<file path="config.mk">
export PLATFORM = sky130hd
export DESIGN_NAME = snes_pad_reader
export DESIGN_NICKNAME = d
export VERILOG_FILES = /design/src/rtl/snes_pad_reader.sv
export SDC_FILE = /design/constraint.sdc
export NUM_CORES = 1
export LEC_CHECK = 0
export CELL_PAD_IN_SITES_DETAIL_PLACEMENT = 0
export CELL_PAD_IN_SITES_GLOBAL_PLACEMENT = 1
export CORE_ASPECT_RATIO = 0.5
export CORE_MARGIN = 5
export CORE_UTILIZATION = 47
export DETAILED_ROUTE_END_ITERATION = 7
export PLACE_DENSITY_LB_ADDON = 0.1
export REMOVE_ABC_BUFFERS = 1
export SYNTH_ARGS = -nofsm -noshare
export SYNTH_HDL_FRONTEND = slang
export SYNTH_SLANG_ARGS = --single-unit
</file>
<file path="constraint.sdc">
create_clock -name mclk -period 2.2 [get_ports mclk]
set_clock_uncertainty 0.05 [all_clocks]
set_input_delay 0.22 -clock mclk [delete_from_list [all_inputs] [get_ports mclk]]
set_output_delay 0.22 -clock mclk [all_outputs]
set_load 0.005 [all_outputs]
</file>
<file path="src/rtl/snes_pad_reader.sv">
// SNES controller poller: drives latch/clock, shifts in 16 bits, and presents active-high keys.
// Optional SNES_PAD_DEBOUNCE_EN: keys update only when two consecutive valid frames agree.
module snes_pad_reader #(
  parameter int unsigned POLL_PERIOD = 279620,
  parameter int unsigned HALF_PERIOD = 100
) (
  input  logic mclk,
  input  logic gb_bus_rst,
  output logic pad_latch,
  output logic pad_clk,
  input  logic pad_data,
  output logic KeyA,
  output logic KeyB,
  output logic KeySelect,
  output logic KeyStart,
  output logic KeyRight,
  output logic KeyLeft,
  output logic KeyUp,
  output logic KeyDown,
  output logic KeyR,
  output logic KeyL,
  output logic KeyX,
  output logic KeyY,
  output logic pad_present,
  output logic frame_valid
);

  localparam int unsigned PollW = $clog2(POLL_PERIOD + 1);
  localparam int unsigned TmrW  = $clog2(2 * HALF_PERIOD + 1);
  localparam logic [PollW-1:0] PollLast  = PollW'(POLL_PERIOD - 1);
  localparam logic [TmrW-1:0]  LatchLast = TmrW'(2 * HALF_PERIOD - 1);
  localparam logic [TmrW-1:0]  HalfLast  = TmrW'(HALF_PERIOD - 1);

  typedef enum logic [2:0] {StIdle, StLatch, StBitLo, StBitHi, StDone} state_e;

  state_e           state_q, state_d;
  logic [PollW-1:0] poll_q, poll_d;
  logic             pending_q, pending_d;
  logic             start_q;
  logic [TmrW-1:0]  tmr_q, tmr_d;
  logic [3:0]       idx_q, idx_d;
  logic [15:0]      shift_q, shift_d;
  logic [1:0]       sync_q;
  logic [11:0]      keys_q, keys_d;
  logic             present_q, present_d;
  logic             latch_q, pclk_q;
  logic             wrap, take, frame_ok;
  logic [11:0]      pressed;

`ifdef SNES_PAD_DEBOUNCE_EN
  logic [11:0] hist_q, hist_d;
  logic        hist_vld_q, hist_vld_d;
`endif

  assign wrap      = (poll_q == PollLast);
  assign poll_d    = wrap ? '0 : poll_q + 1'b1;
  // A wrap always wins so a poll is never lost, only deferred to the next IDLE.
  assign pending_d = wrap | (pending_q & ~take);
  assign frame_ok  = &shift_q[15:12];
  assign pressed   = ~shift_q[11:0];

  always_comb begin
    state_d = state_q;
    tmr_d   = tmr_q;
    idx_d   = idx_q;
    shift_d = shift_q;
    take    = 1'b0;
    unique case (state_q)
      StIdle: begin
        if (pending_q || start_q) begin
          take    = 1'b1;
          tmr_d   = '0;
          state_d = StLatch;
        end
      end
      StLatch: begin
        if (tmr_q == LatchLast) begin
          tmr_d   = '0;
          idx_d   = '0;
          state_d = StBitLo;
        end else begin
          tmr_d = tmr_q + 1'b1;
        end
      end
      StBitLo: begin
        if (tmr_q == HalfLast) begin
          tmr_d          = '0;
          shift_d[idx_q] = sync_q[1];
          state_d        = StBitHi;
        end else begin
          tmr_d = tmr_q + 1'b1;
        end
      end
      StBitHi: begin
        if (tmr_q == HalfLast) begin
          tmr_d = '0;
          if (idx_q == 4'd15) begin
            state_d = StDone;
          end else begin
            idx_d   = idx_q + 1'b1;
            state_d = StBitLo;
          end
        end else begin
          tmr_d = tmr_q + 1'b1;
        end
      end
      StDone:  state_d = StIdle;
      default: state_d = StIdle;
    endcase
  end

  always_comb begin
    keys_d    = keys_q;
    present_d = present_q;
`ifdef SNES_PAD_DEBOUNCE_EN
    hist_d     = hist_q;
    hist_vld_d = hist_vld_q;
`endif
    if (state_q == StDone) begin
      if (frame_ok) begin
        present_d = 1'b1;
`ifdef SNES_PAD_DEBOUNCE_EN
        if (hist_vld_q && (hist_q == pressed)) keys_d = pressed;
        hist_d     = pressed;
        hist_vld_d = 1'b1;
`else
        keys_d = pressed;
`endif
      end else begin
        present_d = 1'b0;
        keys_d    = '0;
`ifdef SNES_PAD_DEBOUNCE_EN
        hist_vld_d = 1'b0;
`endif
      end
    end
  end

  always_ff @(posedge mclk or posedge gb_bus_rst) begin
    if (gb_bus_rst) begin
      state_q   <= StIdle;
      poll_q    <= '0;
      pending_q <= 1'b0;
      start_q   <= 1'b1;
      tmr_q     <= '0;
      idx_q     <= '0;
      shift_q   <= '0;
      sync_q    <= 2'b11;
      keys_q    <= '0;
      present_q <= 1'b0;
      latch_q   <= 1'b0;
      pclk_q    <= 1'b1;
    end else begin
      state_q   <= state_d;
      poll_q    <= poll_d;
      pending_q <= pending_d;
      start_q   <= 1'b0;
      tmr_q     <= tmr_d;
      idx_q     <= idx_d;
      shift_q   <= shift_d;
      sync_q    <= {sync_q[0], pad_data};
      keys_q    <= keys_d;
      present_q <= present_d;
      // Pad pins come straight from flops so they never glitch.
      latch_q   <= (state_d == StLatch);
      pclk_q    <= (state_d != StBitLo);
    end
  end

`ifdef SNES_PAD_DEBOUNCE_EN
  always_ff @(posedge mclk or posedge gb_bus_rst) begin
    if (gb_bus_rst) begin
      hist_q     <= '0;
      hist_vld_q <= 1'b0;
    end else begin
      hist_q     <= hist_d;
      hist_vld_q <= hist_vld_d;
    end
  end
`endif

  assign pad_latch   = latch_q;
  assign pad_clk     = pclk_q;
  assign frame_valid = (state_q == StDone);
  assign pad_present = present_q;
  assign KeyB        = keys_q[0];
  assign KeyY        = keys_q[1];
  assign KeySelect   = keys_q[2];
  assign KeyStart    = keys_q[3];
  assign KeyUp       = keys_q[4];
  assign KeyDown     = keys_q[5];
  assign KeyLeft     = keys_q[6];
  assign KeyRight    = keys_q[7];
  assign KeyA        = keys_q[8];
  assign KeyX        = keys_q[9];
  assign KeyL        = keys_q[10];
  assign KeyR        = keys_q[11];

endmodule

</file>
==> impl_results.md <==
* Status: finished clean
* Final core utilization at 57.9%
* Skew-Pair Late Insertion Delay at 0.33 ns
* Worst setup SP type: register
* Worst path required time at 1.93 ns
* Vias in the first global route at 2387
* FF+latch count, synth at 69
* P_leak at 1.72 nW
* Final HPWL DP at 4.57 mm
* Setup slack after layout at 0.171 ns
* Cell row count at 21
* Fin crit share at 92.2%
* Mapped Avg Cell Area at 10.6 µm²
* Cell variety after synth at 51
* # hold bufs at CTS at 0
* Total Neg Setup Slack at 0 ns
* Wire length per cell at 15.2 µm
* Residual DRC count at 0
* Fraction of layout cells with a size suffix above 1 at 14.0%
* Fmax at 493 MHz
* Crit path DAT at 1.76 ns
* Pwr Total at 3.04 mW
* Io pins at 19
* Vias per cell at 5.49
* Clock Root Buffer: clkbuf_16
* Min-delay worst type: input pin to asynchronous set/reset pin
* Synth Flop Type: dfrtp_1
* Synthesized instance count at 310
* Setup slack at placement at 0.0327 ns
* Slew @ Worst Pin at 0.553 ns
* Ys Warns at 0
* Setup violators final at 0
* Cell Pwr Density at 780 nW/µm²
* CTS tree: built
* Clock Path Buffers at 2
* Core Area at 6730 µm²
* Maximum VDD drop at 0.400 mV
* Reg clk slew, reported paths at 0.06 ns
* Final Wtd Congestion at 0.766
* Initial antenna violation count at 0
* Nets at 346
* Slew headroom at 62.8%
* Filler cell count in the final layout at 618
* Largest net degree at the start of global routing at 41
* Area growth syn-to-layout at 18.8%
* Die Wd at 128 µm
* CTS Buf Count at 9
* Post-route ant nets at 0
* Number of synthesized flops with an enable pin at 0
* RSZ-0062 raised after global routing: false
* Initial core utilization at 48.8%
* Die Y at 69.1 µm
* Final hold violation count at 0
* Maxcap violations at 0
* CTS sink count at 69
* Final instance area at 3900 µm²
* Synthesized area at 3280 µm²
* Asr flop ratio synth at 100%
* Starting DRT DRC Count at 184
* Vias at 2384
* GRT overflow at 0
* Global-route usage over all layers at 16.5%
* CP Capture Type: output port
* WS Path Type: register to output port
* Port-buffer cells at 18
* Final min period at 2.03 ns
* DP Area at 3580 µm²
* Die area at 8860 µm²
* WL final at 6.59 mm
* N_diodes at 0
* First-pass GRT wire length at 11.7 mm
* Slew Viols, Final at 0
* Share of the yosys chip area belonging to registers at 52.8%
* Crit path max fanout at 10
* Htree depth at 3
* Pre-Repair DR Iteration Count at 4
==> critical path: stages, from the launching register on <==
cell and delay, ns:
dfrtp_1 0.49, nor2_4 0.19, nand2_1 0.17, inv_1 0.08, clkdlybuf4s50_1 0.49
==> timing repair <==
action,in CTS,in global routing
setup endpoints to repair,1,19
endpoints found under the hold margin,0,0
pin swaps,0,2
resized for setup,1,2
setup buffers,0,1
gates cloned,0,0
==> layer usage <==
| layer | wire length, µm | part of all wire (%) | up-vias | global-route usage [%] |
|---|---|---|---|---|
| met2 | 3250 | 49 | 52 | 25.8 |
| met3 | 309 | 4.7 | 2 | 6.17 |
| met5 | 0 | 0 | - | 0 |
| li1 | - | - | 1163 | - |
| met1 | 3020 | 46 | 1167 | 21.6 |
| met4 | 6 | 0.091 | 0 | 4.47 |
==> flip-flops by register name (all words and copies together), names as in the netlist <==
| signal | cells |
|---|---|
| poll_q | 19 |
| pending_q | 1 |
| state_q | 3 |
| tmr_q | 8 |
| shift_q | 16 |
| pad_latch | 1 |
| pad_clk | 1 |
| idx_q | 4 |
| keys_q | 12 |
| start_q | 1 |
| sync_q | 2 |
| pad_present | 1 |
==> synth_stat cells (3+ instances only) <==
cell	instances	area [µm²]
dfrtp_1	65	1630
nand2_1	39	146
o21ai_0	22	110
nand3_1	21	105
inv_1	13	48.8
nor2_1	13	48.8
mux2_1	12	135
nand4_1	12	75.1
xnor2_1	10	87.6
ha_1	6	75.1
nor3_1	6	30.0
nor4_1	6	37.5
xor2_1	6	52.6
a21oi_1	5	25.0
clkbuf_1	5	18.8
and3_1	4	25.0
buf_2	4	20.0
dfstp_2	4	105
mux2_2	4	45.0
nand2b_1	4	25.0
o211ai_1	4	30.0
nor4b_1	3	26.3
o31ai_1	3	22.5
or2_2	3	18.8
==> layout make-up <==
type                            instances  area, µm²  share of cell area [%]
Multi-Input combinational cell        216       1440                    37.0
Clock inverter                          7       66.3                    1.70
Timing Repair Buffer                   28        268                    6.87
Sequential cell                        69       1730                    44.4
Inverter                               13       48.8                    1.25
Clock buffer                            9        225                    5.78
Tap cell                               92        115                    2.95
==> cells in the final DEF, fill, tap and decap left out, types with 4 or more instances in the layout <==
cell	Yosys	layout
mux2_2	4	4
xnor2_1	10	10
nor2_1	13	11
nand2_1	39	39
buf_4	0	9
inv_1	13	12
o211ai_1	4	4
clkdlybuf4s50_1	0	18
ha_1	6	6
nor3_1	6	6
nand2b_1	4	4
mux2_1	12	12
and3_1	4	4
dfstp_2	4	4
nand4_1	12	12
a21oi_1	5	5
nor4_1	6	6
o21ai_0	22	22
xor2_1	6	6
clkbuf_16	0	9
nand3_1	21	21
dfrtp_1	65	65
clkinv_2	0	4
==> power breakdown <==
part	internal, mW	leakage, nW	total (mW)	switching [mW]
clock	0.869	0.145	1.39	0.518
combinational	0.112	0.657	0.266	0.154
sequential	1.33	0.920	1.39	0.0619
==> per-stage QoR <==
stage / std cells / hold slack (ns)
floorplan: 298 / 0.174
global placement: 417 / 0.296
detailed placement: 417 / 0.297
CTS: 433 / 0.228
global route: 434 / 0.243
finish: 434 / 0.232
==> final timing paths <==
check	from	to	slack, ns	cells after the start
worst min register to register	sync_q[0]	sync_q[1]	0.31	0
worst min-delay path	gb_bus_rst	poll_q[2]	0.23	3
worst max-delay path	state_q[1]	frame_valid	0.17	4
min in group mclk	pad_data	sync_q[0]	0.24	1
max in group asynchronous	gb_bus_rst	pad_clk	1.46	3
worst max register to register	tmr_q[0]	tmr_q[4]	0.19	5
==> kinds of logic (layout without fill, tap and decap cells) <==
kind of cell	after synthesis	after routing	share of synthesized area [%]
AND/OR/NAND/NOR	131	131	22.8
XOR/XNOR	16	16	4.27
other	1	1	0.114
AO/OA/AOI/OAI	44	44	8.08
flip-flops	69	69	52.8
multiplexers	18	18	6.10
buffers and inverters	25	57	3.58
adder cells (fa/ha/maj)	6	6	2.29
Note: power is estimated with default switching activity, not from simulation.
